File: config.mk
export PLATFORM = sky130hd
export DESIGN_NAME = dpram64_fifo_ctrl
export DESIGN_NICKNAME = d
export VERILOG_FILES = /design/src/rtl/dpram64_pkg.sv /design/src/rtl/dpram64xw.sv /design/src/rtl/ram64x1d.sv /design/src/rtl/dpram64_fifo_ctrl.sv
export SDC_FILE = /design/constraint.sdc
export NUM_CORES = 1
export LEC_CHECK = 0
export CAP_MARGIN = 25
export CORE_ASPECT_RATIO = 1.25
export CORE_MARGIN = 3
export CORE_UTILIZATION = 40
export CTS_BUF_LIST = sky130_fd_sc_hd__clkbuf_4 sky130_fd_sc_hd__clkbuf_8 sky130_fd_sc_hd__clkbuf_16
export CTS_CLUSTER_SIZE = 16
export DETAILED_ROUTE_END_ITERATION = 7
export SETUP_SLACK_MARGIN = 0.05
export SYNTH_ARGS = -nofsm -noshare
export SYNTH_HDL_FRONTEND = slang
export SYNTH_SLANG_ARGS = --single-unit
File: constraint.sdc
create_clock -name clk -period 4.05 [get_ports clk]
set_input_delay 0.405 -clock clk [delete_from_list [all_inputs] [get_ports clk]]
set_output_delay 0.405 -clock clk [all_outputs]
set_load 0.1 [all_outputs]
File: src/rtl/dpram64_pkg.sv
// rtl/dpram64_pkg.sv - shared sizes for the 64-deep distributed-RAM FIFO
package dpram64_pkg;
    localparam int DEPTH   = 64;
    localparam int PTR_W   = 6;
    localparam int CNT_W   = 7;
    localparam int LEVEL_W = 7;

    localparam logic [CNT_W-1:0] RAM_FULL_CNT = CNT_W'(DEPTH);
endpackage

File: src/rtl/dpram64xw.sv
// rtl/dpram64xw.sv - WIDTH-bit wide bank of 64x1 dual-port RAMs
module dpram64xw
    import dpram64_pkg::*;
#(
    parameter int WIDTH     = 8,
    parameter bit INIT_ZERO = 1'b1
) (
    input  logic             i_clk,
    input  logic             i_we,
    input  logic [PTR_W-1:0] i_addr,
    input  logic [PTR_W-1:0] i_dpra,
    input  logic [WIDTH-1:0] i_d,
    output logic [WIDTH-1:0] o_dpo
);
    localparam logic [63:0] RAM_INIT = INIT_ZERO ? 64'h0 : 64'hFFFF_FFFF_FFFF_FFFF;

    // The single-port read output follows the write address and has no consumer here.
    logic [WIDTH-1:0] w_spo_unused;

    for (genvar g = 0; g < WIDTH; g++) begin : g_bit
        RAM64X1D #(
            .INIT (RAM_INIT)
        ) u_ram (
            .DPO   (o_dpo[g]),
            .SPO   (w_spo_unused[g]),
            .A0    (i_addr[0]),
            .A1    (i_addr[1]),
            .A2    (i_addr[2]),
            .A3    (i_addr[3]),
            .A4    (i_addr[4]),
            .A5    (i_addr[5]),
            .D     (i_d[g]),
            .DPRA0 (i_dpra[0]),
            .DPRA1 (i_dpra[1]),
            .DPRA2 (i_dpra[2]),
            .DPRA3 (i_dpra[3]),
            .DPRA4 (i_dpra[4]),
            .DPRA5 (i_dpra[5]),
            .WCLK  (i_clk),
            .WE    (i_we)
        );
    end
endmodule

File: src/rtl/ram64x1d.sv
// rtl/ram64x1d.sv - behavioral model of the 64x1 dual-port distributed RAM primitive
module RAM64X1D #(
    parameter logic [63:0] INIT = 64'h0
) (
    output logic DPO,
    output logic SPO,
    input  logic A0,
    input  logic A1,
    input  logic A2,
    input  logic A3,
    input  logic A4,
    input  logic A5,
    input  logic D,
    input  logic DPRA0,
    input  logic DPRA1,
    input  logic DPRA2,
    input  logic DPRA3,
    input  logic DPRA4,
    input  logic DPRA5,
    input  logic WCLK,
    input  logic WE
);
    logic [63:0] r_mem = INIT;
    logic [5:0]  w_a;
    logic [5:0]  w_dpra;

    assign w_a    = {A5, A4, A3, A2, A1, A0};
    assign w_dpra = {DPRA5, DPRA4, DPRA3, DPRA2, DPRA1, DPRA0};

    always @(posedge WCLK) begin
        if (WE) begin
            r_mem[w_a] <= D;
        end
    end

    // Both read ports are asynchronous.
    assign SPO = r_mem[w_a];
    assign DPO = r_mem[w_dpra];
endmodule

File: src/rtl/dpram64_fifo_ctrl.sv
// rtl/dpram64_fifo_ctrl.sv - first-word-fall-through FIFO built on a 64-deep distributed RAM bank
module dpram64_fifo_ctrl
    import dpram64_pkg::*;
#(
    parameter int WIDTH     = 8,
    parameter bit INIT_ZERO = 1'b1
) (
    input  logic               clk,
    input  logic               reset_n,
    input  logic [WIDTH-1:0]   in_data,
    input  logic               in_valid,
    output logic               in_ready,
    output logic [WIDTH-1:0]   out_data,
    output logic               out_valid,
    input  logic               out_ready,
    output logic [LEVEL_W-1:0] level,
    output logic               full,
    output logic               empty
);
    logic [PTR_W-1:0] r_wr_ptr;
    logic [PTR_W-1:0] r_rd_ptr;
    logic [CNT_W-1:0] r_ram_cnt;
    logic [WIDTH-1:0] r_out_data;
    logic             r_out_valid;

    logic             w_wr_fire;
    logic             w_load;
    logic [WIDTH-1:0] w_dpo;

    dpram64xw #(
        .WIDTH     (WIDTH),
        .INIT_ZERO (INIT_ZERO)
    ) u_ram (
        .i_clk  (clk),
        .i_we   (w_wr_fire),
        .i_addr (r_wr_ptr),
        .i_dpra (r_rd_ptr),
        .i_d    (in_data),
        .o_dpo  (w_dpo)
    );

    // in_ready comes from registered state only, so no out_ready -> in_ready path exists.
    assign in_ready  = (r_ram_cnt != RAM_FULL_CNT);
    assign w_wr_fire = in_valid & in_ready;
    assign w_load    = (r_ram_cnt != '0) & (~r_out_valid | out_ready);

    always_ff @(posedge clk) begin
        if (!reset_n) begin
            r_wr_ptr    <= '0;
            r_rd_ptr    <= '0;
            r_ram_cnt   <= '0;
            r_out_data  <= '0;
            r_out_valid <= 1'b0;
        end else begin
            if (w_wr_fire) begin
                r_wr_ptr <= r_wr_ptr + PTR_W'(1);
            end
            if (w_load) begin
                r_out_data  <= w_dpo;
                r_rd_ptr    <= r_rd_ptr + PTR_W'(1);
                r_out_valid <= 1'b1;
            end else if (r_out_valid && out_ready) begin
                r_out_valid <= 1'b0;
            end
            r_ram_cnt <= r_ram_cnt + CNT_W'(w_wr_fire) - CNT_W'(w_load);
        end
    end

    assign out_data  = r_out_data;
    assign out_valid = r_out_valid;
    assign level     = r_ram_cnt + LEVEL_W'(r_out_valid);
    assign full      = ~in_ready;
    assign empty     = ~r_out_valid;
endmodule

==> results of run 1 <==
-- Yosys cell counts (10+ instances only) --
cell                       count  area (µm²)
sky130_fd_sc_hd__inv_1        14       52.55
sky130_fd_sc_hd__dfxtp_1      28       560.5
sky130_fd_sc_hd__clkbuf_1     27       101.4
sky130_fd_sc_hd__edfxtp_1    512       15370
sky130_fd_sc_hd__nor2_1       68       255.2
sky130_fd_sc_hd__buf_2        28       140.1
sky130_fd_sc_hd__or3_1        13       81.33
sky130_fd_sc_hd__and2_1       13       81.33
sky130_fd_sc_hd__mux4_2       38       855.8
sky130_fd_sc_hd__a22oi_1      64       480.5
sky130_fd_sc_hd__xnor2_1      10       87.58
sky130_fd_sc_hd__o22ai_1      24       150.1
sky130_fd_sc_hd__ha_1         17       212.7
sky130_fd_sc_hd__mux2i_1     185        1852
sky130_fd_sc_hd__o21ai_0      10       50.05
sky130_fd_sc_hd__nor3_1       17       85.08
sky130_fd_sc_hd__nand2_1      12       45.04
sky130_fd_sc_hd__nand3_1      40       200.2
-- where the power goes --
part,internal [µW],total (µW),switching [µW]
logic,900,2700,1800
registers,6230,6400,169
clock network,2750,4750,2000
total,9870,13800,3970
-- routing by layer --
| layer | part of all wire | wire length (µm) |
|---|---|---|
| met5 | 0 | 0 |
| met4 | 0.030 | 1485 |
| met3 | 0.049 | 2409 |
| met2 | 0.51 | 25350 |
| met1 | 0.41 | 20220 |
-- registers in the layout, summed over array words and instances, names as in the netlist --
signal	cells
out_data	8
r_wr_ptr	6
r_rd_ptr	6
r_ram_cnt	7
out_valid	1
u_ram.g_bit.u_ram.r_mem	512
-- how the worst max path moves through the flow --
stage | startpoint | to | slack, ns | depth (start not counted)
CTS | r_ram_cnt[4] | r_ram_cnt[6] | 0.67 | 18
global placement | r_ram_cnt[4] | r_ram_cnt[6] | 0.73 | 18
finish | r_ram_cnt[2] | r_ram_cnt[6] | 0.68 | 18
global route | r_ram_cnt[4] | r_ram_cnt[6] | 0.38 | 18
detailed placement | r_ram_cnt[4] | r_ram_cnt[6] | 0.69 | 18
floorplan | r_ram_cnt[2] | r_ram_cnt[6] | 0.36 | 18
-- cell usage in the layout (no fill, tap or decap), types with 8 or more instances in the layout --
cell and n:
sky130_fd_sc_hd__nand3_1 40, sky130_fd_sc_hd__mux2i_1 185, sky130_fd_sc_hd__mux4_2 38, sky130_fd_sc_hd__xnor2_1 10
sky130_fd_sc_hd__clkinv_2 9, sky130_fd_sc_hd__and2_1 13, sky130_fd_sc_hd__o22ai_1 24, sky130_fd_sc_hd__buf_2 8
sky130_fd_sc_hd__ha_1 17, sky130_fd_sc_hd__clkinv_1 10, sky130_fd_sc_hd__nor2_1 67, sky130_fd_sc_hd__inv_1 14
sky130_fd_sc_hd__o21ai_0 10, sky130_fd_sc_hd__buf_4 33, sky130_fd_sc_hd__dfxtp_1 26, sky130_fd_sc_hd__nor3_1 17
sky130_fd_sc_hd__nand2_1 12, sky130_fd_sc_hd__a22oi_1 64, sky130_fd_sc_hd__edfxtp_1 512, sky130_fd_sc_hd__clkbuf_16 53
sky130_fd_sc_hd__clkdlybuf4s50_1 22, sky130_fd_sc_hd__or3_1 13
-- cell type report --
cell class | instances | area [µm²] | area share
multi-input combinational | 612 | 5249 | 0.2153
clock buffer | 60 | 1379 | 0.05655
timing repair buffer | 66 | 568.0 | 0.02330
inverter | 15 | 56.30 | 0.002309
tap | 720 | 900.9 | 0.03695
sequential | 540 | 15940 | 0.6538
clock inverter | 31 | 289.0 | 0.01185
-- cell families (layout without fill, tap and decap cells) --
| family | after synthesis | after routing | synth area share |
|---|---|---|---|
| compound gates | 140 | 140 | 0.04646 |
| xor+xnor | 17 | 17 | 0.006867 |
| fa+ha+maj | 18 | 18 | 0.01073 |
| buf+inv | 93 | 172 | 0.02337 |
| flops | 540 | 540 | 0.7350 |
| mux | 225 | 225 | 0.1273 |
| simple gates | 212 | 212 | 0.05027 |
-- metrics by stage --
step	total power, µW	hold slack [ns]	cell area, µm²	util	instances
2_1_floorplan	8492	0.5039	21680	-	1245
6_report	13840	0.3276	24380	0.4586	2044
5_1_grt	14340	0.3240	24380	0.4586	2044
3_3_place_gp	9211	0.5740	22710	0.4273	1953
4_1_cts	13950	0.3132	24380	0.4586	2044
3_5_place_dp	9225	0.5742	22710	0.4273	1953
==> summary.md, run 1 <==
For hold timing, the worst endpoint is u_ram.g_bit[4].u_ram.r_mem[18]. Counting flops with a built-in enable in the synthesized netlist gives 512. The tools report the source of the worst hold timing path as in_data[4]. At the end of routability-driven placement, the weighted congestion stood at 0.8194.

At the later pin of the worst-skew pair, clock insertion delay measures 0.58 ns. Data on the critical path arrives at its endpoint at 3.84 ns. The number of core rows was 94; the synthesized instance count was 1245.

The number of antenna violations at the first check in global routing is 1. The logs give 0.3027 for the global routing met2 resource utilization and 0 for the number of instances resized during post-cts repair. The DRC violation total after the first TritonRoute iteration came out at 1086.

The sequential element share of the synthesized area is 0.7350, and the sum of negative setup slack is 0 ns. The final number of setup-violating endpoints is 0. The average wire per standard cell works out to 24.20 µm. Buffers inserted during clock tree synthesis total 50.

31 I/O pins were placed. The longest clock path from root to sink contains 3 buffers. Data on the critical path is required at its endpoint by 4.52 ns. The antenna diode count is 0, and the standby leakage power is 0.007305 µW.

The pin count of the biggest net entering global routing is 65, and the total power divided by cell area is 567.6 mW/mm². The met1 usage was 0.2182; the flop-to-flop setup slack was 0.68 ns. The leading register cell type out of synthesis was sky130_fd_sc_hd__edfxtp_1. The per-instance average area after synthesis is 17.41 µm², and the total number of H-tree levels is 2. Port buffering added 30 buffers.

In this run the critical register-to-register path is captured at r_ram_cnt[6]. For the post-place setup slack, the log shows 0.6855 ns. The logs give 0.1717 for the global-route usage over all layers and 5 for the number of detailed-route iterations in the first pass.

The fraction of the cycle the final worst path needs came out at 0.8320. The floorplan step set the die width to 214.2 µm. The critical path goes through inv_1, ha_1, nand4bb_1, or2_1, and2_1, buf_4, inv_2, ha_1, inv_1, ha_1, inv_1, fa_1, nand2b_1, a21oi_1, o21ai_0, a21oi_1, o21ai_0, and3_1.

The overflow left after global routing was 0; the post-detailed-route via-to-cell ratio was 5.468. Number of global-route vias before repair: 11440. The layer flagged by global routing as most heavily used is met2. The first-pass GRT wire length is 73850 µm.

After clock tree synthesis, the clock-pin slew on the worst setup and hold paths is 0.06 ns. CTS saw 540 sinks. When the netlist entered floorplanning its net count stood at 1275. Measured in cells, the most critical reg-to-reg path has a length of 18.

In this run, synthesis produced a sequential element count of 540. Final count of hold timing violations: 0. Setup repair after global routing left no endpoint under its margin. The worst-margin pin slew came out at 1.084 ns. The flow ran to the end, and the final reports show no timing, DRC or antenna violations. The maximum fanout count along the critical path is 10. The tree is rooted in a sky130_fd_sc_hd__clkbuf_16. After clock tree synthesis, the setup repair step added 0 buffers. The fraction of layout instances using a drive strength above 1 was 0.1360; the area of the core region was 0.05316 mm².

From synthesis to final layout, the design area changed by 12.46%. The floorplan step defined a die boundary enclosing 0.05705 mm². Async set-or-reset flop fraction in the synthesized netlist: 0.

The tools report the kind of launch point of the worst setup path as a flop. Hold repair after CTS inserted 0 buffers. The layout net count was 1315. Max-cap violations in this run came to 0. The final count of pins violating max slew is 0.

TritonCTS built the clock tree. The minimum clock period after layout was 3.369 ns. The endpoint class of the critical path is a flop. The run gives 0.4078 as the effective utilization at floorplan. The relative slew slack was 0.2749; the count of unresolved DRC violations after routing was 0.

The tools report the worst clock skew on the final layout as 0.01808 ns. IR analysis of the VDD net gives a maximum drop of 488.7 µV. For the fraction of met3 tracks used by global routing, the log shows 0.02555. The run gives 4582 as the filler cell count. The critical path contains buffers and inverters numbering 5 combined.

The detailed placer's ending HPWL came out at 31170 µm. The routed layout has 11180 vias. The remaining antenna violation count after routing was 0; the height of the die was 266.3 µm.

The run gives 296.8 MHz as the maximum achievable frequency. The cell class contributing the biggest share of worst-path delay was adder cells. The synthesized netlist contains 53 unique library cells.

The path class of the tightest hold or removal check is input port to flop. The worst path meets setup with 0.6806 ns of slack. The number of stages on the worst hold path was 1. Count of warnings emitted by yosys: 0. Among all stages on the critical path, the largest delay is contributed by sky130_fd_sc_hd__dfxtp_1. After synthesis the cells add up to 0.02168 mm².

On the worst path, the slowest cell contributes a delay of 0.37 ns. The overall routed net length came out at 49460 µm. The start-to-end type of the worst setup path was flop to flop. In this run the critical register-to-register path is launched from r_ram_cnt[2].
Power figures use the tool's default switching activity.
==> run 2, diff against run 1 <==
clock period = 3.1 ns   (was 4.05 ns; I/O delays follow)
==> run 2 against run 1 <==
  * Power up 34%
  * Routed wire length decreased by 0.83%
  * Via count increased by 0.66%
  * Final area increased by 2.5%
  * First-iteration DRC count is 6.1% lower
  * Non-clock buffer count rose by 63
  * Sequential share of layout area down 1.6 points
  * Combinational power increased by 40%
  * Worst hold slack got worse by 0.29 ns
  * Global-route usage shrank 0.055 points
  * Register-to-register slack lost 0.45 ns
  * Critical path depth is 1 lower
  * Critical endpoint unchanged
==> summary.md, run 2 (synthesized netlist as in run 1, its figures left out) <==
For the layout net count, the log shows 1377 (was 1315). The clock insertion delay at the later pin of the skew report was 0.58 ns (about the same). The endpoint with the worst hold slack is u_ram.g_bit[4].u_ram.r_mem[16] (was u_ram.g_bit[4].u_ram.r_mem[18]).

Worst min-delay path class: input port to flop (unchanged). The data arrival at the endpoint of the critical path is 3.33 ns (was 3.84 ns). The endpoint required time on the critical path is 3.56 ns (was 4.52 ns).

The flip-flop count of the largest register, all copies and words added was 512 (unchanged). The global-route usage over all layers was 0.1711 (was 0.1717). The number of core rows was 94 (unchanged); the first-pass GRT wire length was 73600 µm (was 73850 µm).

Total power divided by cell area: 741.8 mW/mm² (was 567.6 mW/mm²). The remaining antenna violation count after routing came out at 0 (unchanged). The tools report the maximum ir drop on the vdd rail as 442.8 µV (was 488.7 µV). The flop-to-flop setup slack is 0.23 ns (was 0.68 ns), and the DRC violation total after the first TritonRoute iteration is 1020 (was 1086). The number of global-route vias before repair was 11340 (was 11440); the signed area change from the synthesized netlist to the final layout was 15.32% (was 12.46%). The fraction of layout instances using a drive strength above 1 is 0.1988 (was 0.1360), and the total number of clock tree sinks is 540 (unchanged). Detailed-route via count: 11250 (was 11180). The CTS buffer count was 49 (was 50); the maximum achievable frequency was 348.8 MHz (was 296.8 MHz). The number of antenna violations at the first check in global routing is 0 (was 1), and the number of stages on the worst hold path is 1 (unchanged). TritonCTS built the clock tree.

The maximum fanout count along the critical path was 3 (was 10); the worst clock skew on the final layout was 0.01946 ns (was 0.01808 ns). The run gives 0.4078 (unchanged) as the effective utilization at floorplan. Hold-fix buffer count after cts: 0 (unchanged). The final number of setup-violating endpoints is 0 (unchanged), and the pin count of the biggest net entering global routing is 54 (was 65). The height of the die is 266.3 µm (unchanged), and the overflow left after global routing is 0 (unchanged). The logs give 3 (unchanged) for the buffer depth of the longest clock path and 49050 µm (was 49460 µm) for the overall routed net length.

The logs give 0 (unchanged) for the number of max-capacitance violations reported and 0.007749 µW (was 0.007305 µW) for the standby leakage power. The run gives 0.05228 ns (was 0.6855 ns) as the post-place setup slack. Register containing the most flip-flops in the final layout: u_ram.g_bit.u_ram.r_mem (unchanged). The flow ran to the end, and the final reports show no timing, DRC or antenna violations.

The kind of launch point of the worst setup path was a flop (unchanged). The tools report the area of the core region as 0.05316 mm² (unchanged). The count of buffers from port buffering was 30 (unchanged).

The tools report the area of the die as 0.05705 mm² (unchanged). The post-detailed-route via-to-cell ratio was 5.334 (was 5.468); the worst hold slack after final layout was 0.03410 ns (was 0.3276 ns). The average wire per standard cell was 23.26 µm (was 24.20 µm).

The source of the worst hold timing path is in_data[4] (unchanged). The relative slew slack was 0.2915 (was 0.2749). The tools report the final weighted congestion of routability-driven global placement as 0.8090 (was 0.8194). Start-to-end type of the worst setup path: flop to flop (unchanged). The tools report the source of the worst register-to-register timing path as r_ram_cnt[5] (was r_ram_cnt[2]). For the final count of hold timing violations, the log shows 0 (unchanged).

Worst-margin pin slew: 1.060 ns (was 1.084 ns). The library cell used as clock root buffer was sky130_fd_sc_hd__clkbuf_16 (unchanged). The tools report the endpoint class of the critical path as a flop (unchanged). Commonest cells after routing, fill and taps aside: sky130_fd_sc_hd__edfxtp_1 (512), sky130_fd_sc_hd__mux2i_1 (185), sky130_fd_sc_hd__buf_4 (109) (was sky130_fd_sc_hd__edfxtp_1 (512), sky130_fd_sc_hd__mux2i_1 (185), sky130_fd_sc_hd__nor2_1 (67)). Setup repair after global routing left no endpoint under its margin. The number of detailed-route iterations in the first pass came out at 5 (unchanged). The worst-case reg-to-reg path depth was 17 (was 18). The filler cell count came out at 4525 (was 4582). The minimum clock period after layout is 2.867 ns (was 3.369 ns).

The count of unresolved DRC violations after routing was 0 (unchanged). The clock input transition at the sequential cells of the worst setup and hold paths was 0.06 ns (about the same). The logs give 31540 µm (was 31170 µm) for the detailed placer's ending HPWL and 0.2331 ns (was 0.6806 ns) for the final setup slack of the worst path. The final count of pins violating max slew is 0 (unchanged), and the total power after layout is 18550 µW (was 13840 µW). The I/O pin total is 31 (unchanged), and the fraction of the cycle the final worst path needs is 0.9248 (was 0.8320). The total number of H-tree levels is 2 (unchanged), and the horizontal extent of the die is 214.2 µm (unchanged). Leading cell type in the layout, fill and taps excluded: sky130_fd_sc_hd__edfxtp_1 (unchanged). The end of the worst register-to-register path was r_ram_cnt[6] (unchanged). The tools report the timing startpoint of the critical path as r_ram_cnt[5] (was r_ram_cnt[2]).
==> run 2: changes by cell type in the layout (fill, tap and decap cells not counted), moves of 4 or more <==
cell                              delta
sky130_fd_sc_hd__clkdlybuf4s50_1    -17
sky130_fd_sc_hd__buf_12              +4
sky130_fd_sc_hd__buf_4              +76
sky130_fd_sc_hd__bufinv_16           +4
sky130_fd_sc_hd__clkbuf_4            -4
==> run 2: power breakdown <==
part           leakage (µW)  switching [µW]  internal, µW
combinational       0.00204            2500          1290
clock              0.000867            2610          3860
sequential          0.00484             163          8130
==> run 2: layout make-up <==
class / count / area [µm²] / share of cell area
clock inverter: 35 / 414.1 / 0.01656
antenna: 1 / 2.502 / 0.0001001
sequential: 540 / 15940 / 0.6375
multi-input combinational: 612 / 5300 / 0.2120
tap: 720 / 900.9 / 0.03603
inverter: 15 / 56.30 / 0.002252
clock buffer: 57 / 1340 / 0.05360
timing repair buffer: 129 / 1049 / 0.04194
==> run 2: worst max-delay path, cell delays in order, from the launching register on <==
cell and delay, ns:
sky130_fd_sc_hd__dfxtp_1 0.31, sky130_fd_sc_hd__inv_1 0.07, sky130_fd_sc_hd__ha_1 0.15, sky130_fd_sc_hd__nand4bb_1 0.15
sky130_fd_sc_hd__or2_4 0.28, sky130_fd_sc_hd__and2_1 0.18, sky130_fd_sc_hd__inv_2 0.06, sky130_fd_sc_hd__ha_1 0.21
sky130_fd_sc_hd__inv_1 0.06, sky130_fd_sc_hd__ha_2 0.17, sky130_fd_sc_hd__inv_1 0.05, sky130_fd_sc_hd__fa_2 0.34
sky130_fd_sc_hd__nand2b_4 0.16, sky130_fd_sc_hd__a21oi_4 0.15, sky130_fd_sc_hd__o21ai_2 0.08, sky130_fd_sc_hd__a21oi_2 0.12
sky130_fd_sc_hd__o21ai_0 0.07, sky130_fd_sc_hd__and3_1 0.16
==> run 2: layer usage <==
metal	part of all wire	vias up	track usage
met5	0	-	0
met2	0.50	345	0.2874
met3	0.053	84	0.02304
li1	-	5137	-
met1	0.41	5684	0.2315
met4	0.032	0	0.05882
==> run 2: worst max-delay path by stage <==
stage / endpoint / slack, ns / cells after the start
2_1_floorplan: r_ram_cnt[6] / -0.17 / 18
3_3_place_gp: r_ram_cnt[6] / 0.12 / 17
3_5_place_dp: r_ram_cnt[6] / 0.05 / 17
4_1_cts: r_ram_cnt[6] / 0.06 / 17
5_1_grt: r_ram_cnt[6] / 0.05 / 17
6_report: r_ram_cnt[6] / 0.23 / 17
==> run 2: per-stage QoR <==
step | utilization | area (µm²) | setup TNS (ns) | std cells
final | 0.4703 | 25000 | 0 | 2109
after global routing | 0.4703 | 25000 | 0 | 2108
after CTS | 0.4692 | 24950 | 0 | 2106
after detailed placement | 0.4362 | 23190 | 0 | 2014
after global placement | 0.4362 | 23190 | 0 | 2014
after floorplan | - | 21710 | -0.4532 | 1245
==> run 2: what timing repair did <==
| action | CTS | global route |
|---|---|---|
| cloned | 0 | 0 |
| endpoints found under the setup margin | 1 | 1 |
| gates resized for setup | 1 | 9 |
| buffers inserted | 0 | 1 |
| pin swaps | 0 | 4 |
